$ cat src/rtl/pwm_tone_mixer.sv
// NUM_CH sine tone oscillators mixed into one 8-bit PWM audio output.
// Define PWM_VOLUME_EN to add per-channel attenuation via cfg_vol.
module pwm_tone_mixer #(
    parameter int NUM_CH = 4,
    parameter int DIV_W  = 12,
    localparam int CH_W  = (NUM_CH > 1) ? $clog2(NUM_CH) : 1
) (
    input  logic             clk,
    input  logic             rst_n,
    input  logic             cfg_we,
    input  logic [CH_W-1:0]  cfg_ch,
    input  logic [DIV_W-1:0] cfg_div,
`ifdef PWM_VOLUME_EN
    input  logic [2:0]       cfg_vol,
`endif
    output logic             pwm,
    output logic             frame
);

    localparam int SHIFT = $clog2(NUM_CH);
    localparam int SUM_W = 8 + SHIFT;

    logic [DIV_W-1:0] div_q   [NUM_CH];
    logic [DIV_W-1:0] div_d   [NUM_CH];
    logic [DIV_W-1:0] cnt_q   [NUM_CH];
    logic [DIV_W-1:0] cnt_d   [NUM_CH];
    logic [5:0]       phase_q [NUM_CH];
    logic [5:0]       phase_d [NUM_CH];
`ifdef PWM_VOLUME_EN
    logic [2:0]       vol_q   [NUM_CH];
    logic [2:0]       vol_d   [NUM_CH];
`endif

    logic [7:0] mix_q, mix_d;
    logic [7:0] duty_q, duty_d;
    logic [7:0] pwm_cnt_q, pwm_cnt_d;
    logic       pwm_q, pwm_d;
    logic       frame_q, frame_d;

    logic [3:0]              idx;
    logic signed [7:0]       mag;
    logic signed [7:0]       smp;
    logic signed [SUM_W-1:0] smp_ext;
    logic signed [SUM_W-1:0] sum;
    logic signed [SUM_W-1:0] scaled;
    logic [7:0]              scaled_lo;

    // Quarter-wave table sampled at odd multiples of pi/64, so no zero crossing sample.
    function automatic logic [6:0] sine_mag(input logic [3:0] i);
        case (i)
            4'd0:    return 7'd6;
            4'd1:    return 7'd19;
            4'd2:    return 7'd31;
            4'd3:    return 7'd43;
            4'd4:    return 7'd54;
            4'd5:    return 7'd65;
            4'd6:    return 7'd76;
            4'd7:    return 7'd85;
            4'd8:    return 7'd94;
            4'd9:    return 7'd102;
            4'd10:   return 7'd109;
            4'd11:   return 7'd115;
            4'd12:   return 7'd120;
            4'd13:   return 7'd123;
            4'd14:   return 7'd126;
            default: return 7'd127;
        endcase
    endfunction

    always_comb begin
        for (int c = 0; c < NUM_CH; c++) begin
            div_d[c]   = div_q[c];
            cnt_d[c]   = cnt_q[c];
            phase_d[c] = phase_q[c];
`ifdef PWM_VOLUME_EN
            vol_d[c]   = vol_q[c];
`endif
            if (div_q[c] != '0) begin
                if (cnt_q[c] == div_q[c]) begin
                    cnt_d[c]   = '0;
                    phase_d[c] = phase_q[c] + 6'd1;
                end else begin
                    cnt_d[c] = cnt_q[c] + 1'b1;
                end
            end
            // A write restarts the divider but leaves the phase alone to avoid clicks.
            if (cfg_we && (cfg_ch == CH_W'(c))) begin
                div_d[c] = cfg_div;
                cnt_d[c] = '0;
`ifdef PWM_VOLUME_EN
                vol_d[c] = cfg_vol;
`endif
            end
        end
    end

    always_comb begin
        idx     = '0;
        mag     = '0;
        smp     = '0;
        smp_ext = '0;
        sum     = '0;
        for (int c = 0; c < NUM_CH; c++) begin
            idx = phase_q[c][4] ? ~phase_q[c][3:0] : phase_q[c][3:0];
            mag = $signed({1'b0, sine_mag(idx)});
            smp = phase_q[c][5] ? -mag : mag;
            if (div_q[c] == '0) begin
                smp = '0;
            end
`ifdef PWM_VOLUME_EN
            smp = smp >>> vol_q[c];
`endif
            smp_ext = smp;
            sum     = sum + smp_ext;
        end
        scaled    = sum >>> SHIFT;
        scaled_lo = scaled[7:0];
        mix_d     = scaled_lo + 8'd128;
    end

    always_comb begin
        pwm_cnt_d = pwm_cnt_q + 8'd1;
        frame_d   = (pwm_cnt_q == 8'hFF);
        duty_d    = frame_d ? mix_q : duty_q;
        pwm_d     = (pwm_cnt_q < duty_q);
    end

    always_ff @(posedge clk) begin
        if (!rst_n) begin
            for (int c = 0; c < NUM_CH; c++) begin
                div_q[c]   <= '0;
                cnt_q[c]   <= '0;
                phase_q[c] <= '0;
`ifdef PWM_VOLUME_EN
                vol_q[c]   <= '0;
`endif
            end
            mix_q     <= 8'd128;
            duty_q    <= 8'd128;
            pwm_cnt_q <= '0;
            pwm_q     <= 1'b0;
            frame_q   <= 1'b0;
        end else begin
            for (int c = 0; c < NUM_CH; c++) begin
                div_q[c]   <= div_d[c];
                cnt_q[c]   <= cnt_d[c];
                phase_q[c] <= phase_d[c];
`ifdef PWM_VOLUME_EN
                vol_q[c]   <= vol_d[c];
`endif
            end
            mix_q     <= mix_d;
            duty_q    <= duty_d;
            pwm_cnt_q <= pwm_cnt_d;
            pwm_q     <= pwm_d;
            frame_q   <= frame_d;
        end
    end

    assign pwm   = pwm_q;
    assign frame = frame_q;

endmodule

$ cat config.mk
export PLATFORM = sky130hd
export DESIGN_NAME = pwm_tone_mixer
export DESIGN_NICKNAME = d
export VERILOG_FILES = /design/src/rtl/pwm_tone_mixer.sv
export SDC_FILE = /design/constraint.sdc
export NUM_CORES = 1
export LEC_CHECK = 0
export ABC_AREA = 1
export CAP_MARGIN = 5
export CELL_PAD_IN_SITES_DETAIL_PLACEMENT = 0
export CELL_PAD_IN_SITES_GLOBAL_PLACEMENT = 1
export CORE_MARGIN = 2
export CORE_UTILIZATION = 51
export CTS_BUF_LIST = sky130_fd_sc_hd__clkbuf_8
export CTS_CLUSTER_SIZE = 14
export DETAILED_ROUTE_END_ITERATION = 8
export MAX_ROUTING_LAYER = met4
export PLACE_DENSITY_LB_ADDON = 0.1
export REMOVE_ABC_BUFFERS = 1
export SLEW_MARGIN = 20
export SYNTH_ARGS = -nofsm -noshare
export SYNTH_HDL_FRONTEND = slang
export SYNTH_SLANG_ARGS = --single-unit
export TNS_END_PERCENT = 5
$ cat constraint.sdc
create_clock -name clk -period 8.3 [get_ports clk]
set_input_delay 1.245 -clock clk [delete_from_list [all_inputs] [get_ports clk]]
set_output_delay 1.245 -clock clk [all_outputs]
set_load 0.02 [all_outputs]
==> impl_metrics.yaml <==
status:
  outcome: "finished, final reports clean"
global_routing:
  maximum_number_of_pins_on_one_net_before_global_route_repair: 64
  globalRouteOverflowTotal: 0
  first_pass_grt_wire_length_mm: 37.8
  first_global_vias: 7901
  antenna_violations_before_repair: 0
  grt.total_usage: 0.239
route:
  aggregate_routed_wire_length_mm: 22.0
  dr_wl_cell_um: 13.3
  avgViaCountPerCell: 5.12
  dr_total_vias: 8427
  route.detailed.drc: 0
  drtAntennaViolNets: 0
  drt-initial-drc-count: 377
  detail_route.first_pass.iterations: 5
placement:
  dpl_worst_slack_ns: 3.56
  post-dp-hpwl_mm: 16.6
  buffer_ports.inserted: 18
  gp_routability_congestion: 0.860
cts:
  cts_tree: "done"
  clock_tree.buffer_depth: 2
  insertion_delay_ns: 0.46
  cts_setup_buffers: 0
  path_clk_slew_ns: 0.10
  postCtsResizedCells: 0
  cts_htree_levels: 4
  holdBufCountCts: 0
  clock_sink_count: 146
  cts-buffers-inserted: 17
  root_buffer: "sky130_fd_sc_hd__clkbuf_8"
synth:
  synthesized_netlist_cell_count: 1399
  synth_top_cells_by_area: "sky130_fd_sc_hd__dfxtp_1, sky130_fd_sc_hd__nand2_1, sky130_fd_sc_hd__nor2_1"
  yosys.area.top_type: "sky130_fd_sc_hd__dfxtp_1"
  yosys.cell_types.count: 45
  area_of_the_mapped_netlist_um2: 9540
  synthesis.yosys.warnings: 0
  seq_area_frac_synth: 0.306
  yosys_register_bits: 146
  synth_area_per_cell_um2: 6.82
  netlist.area_leader.share: 0.306
floorplanning:
  initial_core_util: 0.515
  coreArea_um2: 18500
  top_level_i_o_count: 19
  die_x_um: 141
  floorplan.die.height_um: 141
  design.die.area_um2: 19800
  std_cell_rows: 50
power:
  internal-power_mw: 1.22
  clkPwrFrac: 0.280
  worst_ir_drop_vdd_mv: 0.104
  pwr-share-comb: 0.323
  leakage_nw: 4.31
  power.share.sequential: 0.396
  p_per_area_nw_per_um2: 194
  net-switching-power_mw: 0.765
  swShare: 0.386
worst_setup_path:
  critPathLaunchType: "flip-flop"
  worst-endpoint-required_ns: 8.69
  crit_arrival_ns: 5.18
  worstPathMaxFanout: 8
  worst-setup-path-type: "flip-flop to flip-flop"
  endpoint_kind: "flip-flop"
cells_and_area:
  number_of_diodes_added_for_antenna_fixing: 0
  finish.net_count: 1483
  most_used_cells_in_the_layout_excluding_fill_and_tap_cells: "sky130_fd_sc_hd__nand2_1, sky130_fd_sc_hd__nor2_1, sky130_fd_sc_hd__inv_1"
  final_common_cell: "sky130_fd_sc_hd__nand2_1"
  synthToLayoutAreaGrowth_pct: 7.10
  drive_above_1_share: 0.0771
  fillers: 1884
sta:
  report.final.hold_viol_count: 0
  clock-skew-final_ns: 0.0180
  setup_violations: 0
  tightest_slew_ns: 1.01
  timing.fmax_mhz: 208
  setup_repair_after_global_routing_missed_its_margin: "false"
  slew_violations: 0
  tns_ns: 0
  period_needed_ns: 4.80
  finalCritPeriodShare: 0.578
  worst_hold_slack_ns: 0.454
  timing.max_slew.rel_slack: 0.328
  setup_slack_ns: 3.50
hold_path:
  hold_path.class: "flip-flop to flip-flop"
flow_run:
  drv_cap: 0
## routing by layer
layer / vias to the layer above / wire length, um / GRT usage
li1: 4506 / - / -
met1: 3799 / 10800 / 0.313
met2: 101 / 10100 / 0.391
met3: 21 / 744 / 0.0370
met4: 0 / 242 / 0.0547
met5: - / 0 / -
## registers in the layout, indices dropped and copies added, names as in the netlist
register / count
cnt_q: 48
div_q: 48
duty_q: 8
frame: 1
mix_q: 8
phase_q: 24
pwm: 1
pwm_cnt_q: 8
## path summary, 6_finish.rpt
kind                            cells past startpoint                      to  slack, ns                       start
worst max-delay path                               22     mix_q[5]$_SDFF_PN0_       3.50  phase_q[3][4]$_SDFFE_PN0P_
worst min-delay path                                2  duty_q[0]$_SDFFE_PN0P_       0.45      duty_q[0]$_SDFFE_PN0P_
worst max register to register                     22     mix_q[5]$_SDFF_PN0_       3.50  phase_q[3][4]$_SDFFE_PN0P_
worst min register to register                      2  duty_q[0]$_SDFFE_PN0P_       0.45      duty_q[0]$_SDFFE_PN0P_
## synth_stat cells
| library cell | number |
|---|---|
| sky130_fd_sc_hd__buf_2 | 10 |
| sky130_fd_sc_hd__dfxtp_1 | 146 |
| sky130_fd_sc_hd__o21a_1 | 1 |
| sky130_fd_sc_hd__o21bai_1 | 1 |
| sky130_fd_sc_hd__nor2_4 | 1 |
| sky130_fd_sc_hd__nand3_2 | 9 |
| sky130_fd_sc_hd__o211ai_1 | 5 |
| sky130_fd_sc_hd__nor2_2 | 7 |
| sky130_fd_sc_hd__nor2_1 | 206 |
| sky130_fd_sc_hd__nor4_2 | 1 |
| sky130_fd_sc_hd__nand3_1 | 82 |
| sky130_fd_sc_hd__nand3b_1 | 2 |
| sky130_fd_sc_hd__nor3b_1 | 4 |
| sky130_fd_sc_hd__o21ai_0 | 89 |
| sky130_fd_sc_hd__inv_2 | 15 |
| sky130_fd_sc_hd__a21boi_0 | 1 |
| sky130_fd_sc_hd__or2_2 | 5 |
| sky130_fd_sc_hd__fa_1 | 17 |
| sky130_fd_sc_hd__clkbuf_1 | 21 |
| sky130_fd_sc_hd__nor3_1 | 35 |
| sky130_fd_sc_hd__xor2_1 | 37 |
| sky130_fd_sc_hd__nand4_1 | 28 |
| sky130_fd_sc_hd__a31oi_1 | 1 |
| sky130_fd_sc_hd__and3_1 | 1 |
| sky130_fd_sc_hd__a21o_1 | 2 |
| sky130_fd_sc_hd__xnor2_1 | 31 |
| sky130_fd_sc_hd__buf_4 | 3 |
| sky130_fd_sc_hd__nand2_2 | 23 |
| sky130_fd_sc_hd__o21ai_1 | 8 |
| sky130_fd_sc_hd__buf_1 | 2 |
| sky130_fd_sc_hd__a211oi_1 | 2 |
| sky130_fd_sc_hd__inv_1 | 148 |
| sky130_fd_sc_hd__xor2_4 | 1 |
| sky130_fd_sc_hd__or2_0 | 3 |
| sky130_fd_sc_hd__nand2_4 | 5 |
| sky130_fd_sc_hd__nor3_2 | 1 |
| sky130_fd_sc_hd__buf_6 | 3 |
| sky130_fd_sc_hd__xnor2_2 | 1 |
| sky130_fd_sc_hd__o21ai_2 | 2 |
| sky130_fd_sc_hd__nand2_1 | 280 |
| sky130_fd_sc_hd__a21oi_1 | 106 |
| sky130_fd_sc_hd__nor3_4 | 1 |
| sky130_fd_sc_hd__clkinv_1 | 2 |
| sky130_fd_sc_hd__ha_1 | 49 |
| sky130_fd_sc_hd__a21oi_2 | 1 |
## final cells by class
| cell class | instances | area, um2 | share of cell area |
|---|---|---|---|
| clock buffers | 17 | 234 | 0.0229 |
| clock inverters | 15 | 145 | 0.0142 |
| inverters | 165 | 619 | 0.0606 |
| multi-input cells | 1049 | 5800 | 0.568 |
| flip-flops and latches | 146 | 2920 | 0.286 |
| well taps | 234 | 293 | 0.0287 |
| repair buffers | 21 | 198 | 0.0194 |
## kinds of logic after synthesis
family,Yosys count,share of synthesized area
XOR/XNOR,70,0.0670
AND/OR/NAND/NOR,694,0.322
AO/OA/AOI/OAI,219,0.119
buffers and inverters,204,0.0851
adder cells (fa/ha/maj),66,0.100
flip-flops,146,0.306
## power groups by stage
| stage | registers (mW) | logic [mW] | clock network, mW |
|---|---|---|---|
| global placement | 0.801 | 0.639 | 0 |
| global route | 0.792 | 0.749 | 0.598 |
| floorplan | 0.789 | 0.488 | 0 |
| finish | 0.785 | 0.640 | 0.556 |
| CTS | 0.785 | 0.645 | 0.570 |
| detailed placement | 0.801 | 0.641 | 0 |
## stage by stage
step | cells | total power, mW | utilization | area, um2
floorplan | 1360 | 1.28 | - | 9340
global placement | 1615 | 1.44 | 0.531 | 9830
detailed placement | 1615 | 1.44 | 0.531 | 9830
CTS | 1647 | 2.00 | 0.552 | 10200
global route | 1647 | 2.14 | 0.552 | 10200
finish | 1647 | 1.98 | 0.552 | 10200
## critical path, stage by stage (launching register included)
cell and delay (ns):
sky130_fd_sc_hd__dfxtp_1 0.54, sky130_fd_sc_hd__ha_1 0.35, sky130_fd_sc_hd__inv_1 0.16, sky130_fd_sc_hd__nor2_1 0.08
sky130_fd_sc_hd__o21ai_0 0.26, sky130_fd_sc_hd__inv_1 0.08, sky130_fd_sc_hd__ha_1 0.18, sky130_fd_sc_hd__inv_1 0.08
sky130_fd_sc_hd__nor2_1 0.06, sky130_fd_sc_hd__nand2_1 0.06, sky130_fd_sc_hd__nand2_1 0.10, sky130_fd_sc_hd__o21ai_0 0.53
sky130_fd_sc_hd__fa_1 0.54, sky130_fd_sc_hd__fa_1 0.54, sky130_fd_sc_hd__inv_1 0.04, sky130_fd_sc_hd__ha_1 0.35
sky130_fd_sc_hd__a21oi_1 0.16, sky130_fd_sc_hd__nand2_1 0.12, sky130_fd_sc_hd__nand2_1 0.08, sky130_fd_sc_hd__nand2_1 0.05
sky130_fd_sc_hd__a21oi_1 0.15, sky130_fd_sc_hd__o21ai_0 0.09, sky130_fd_sc_hd__a21oi_1 0.14
Power figures use the tool's default switching activity.
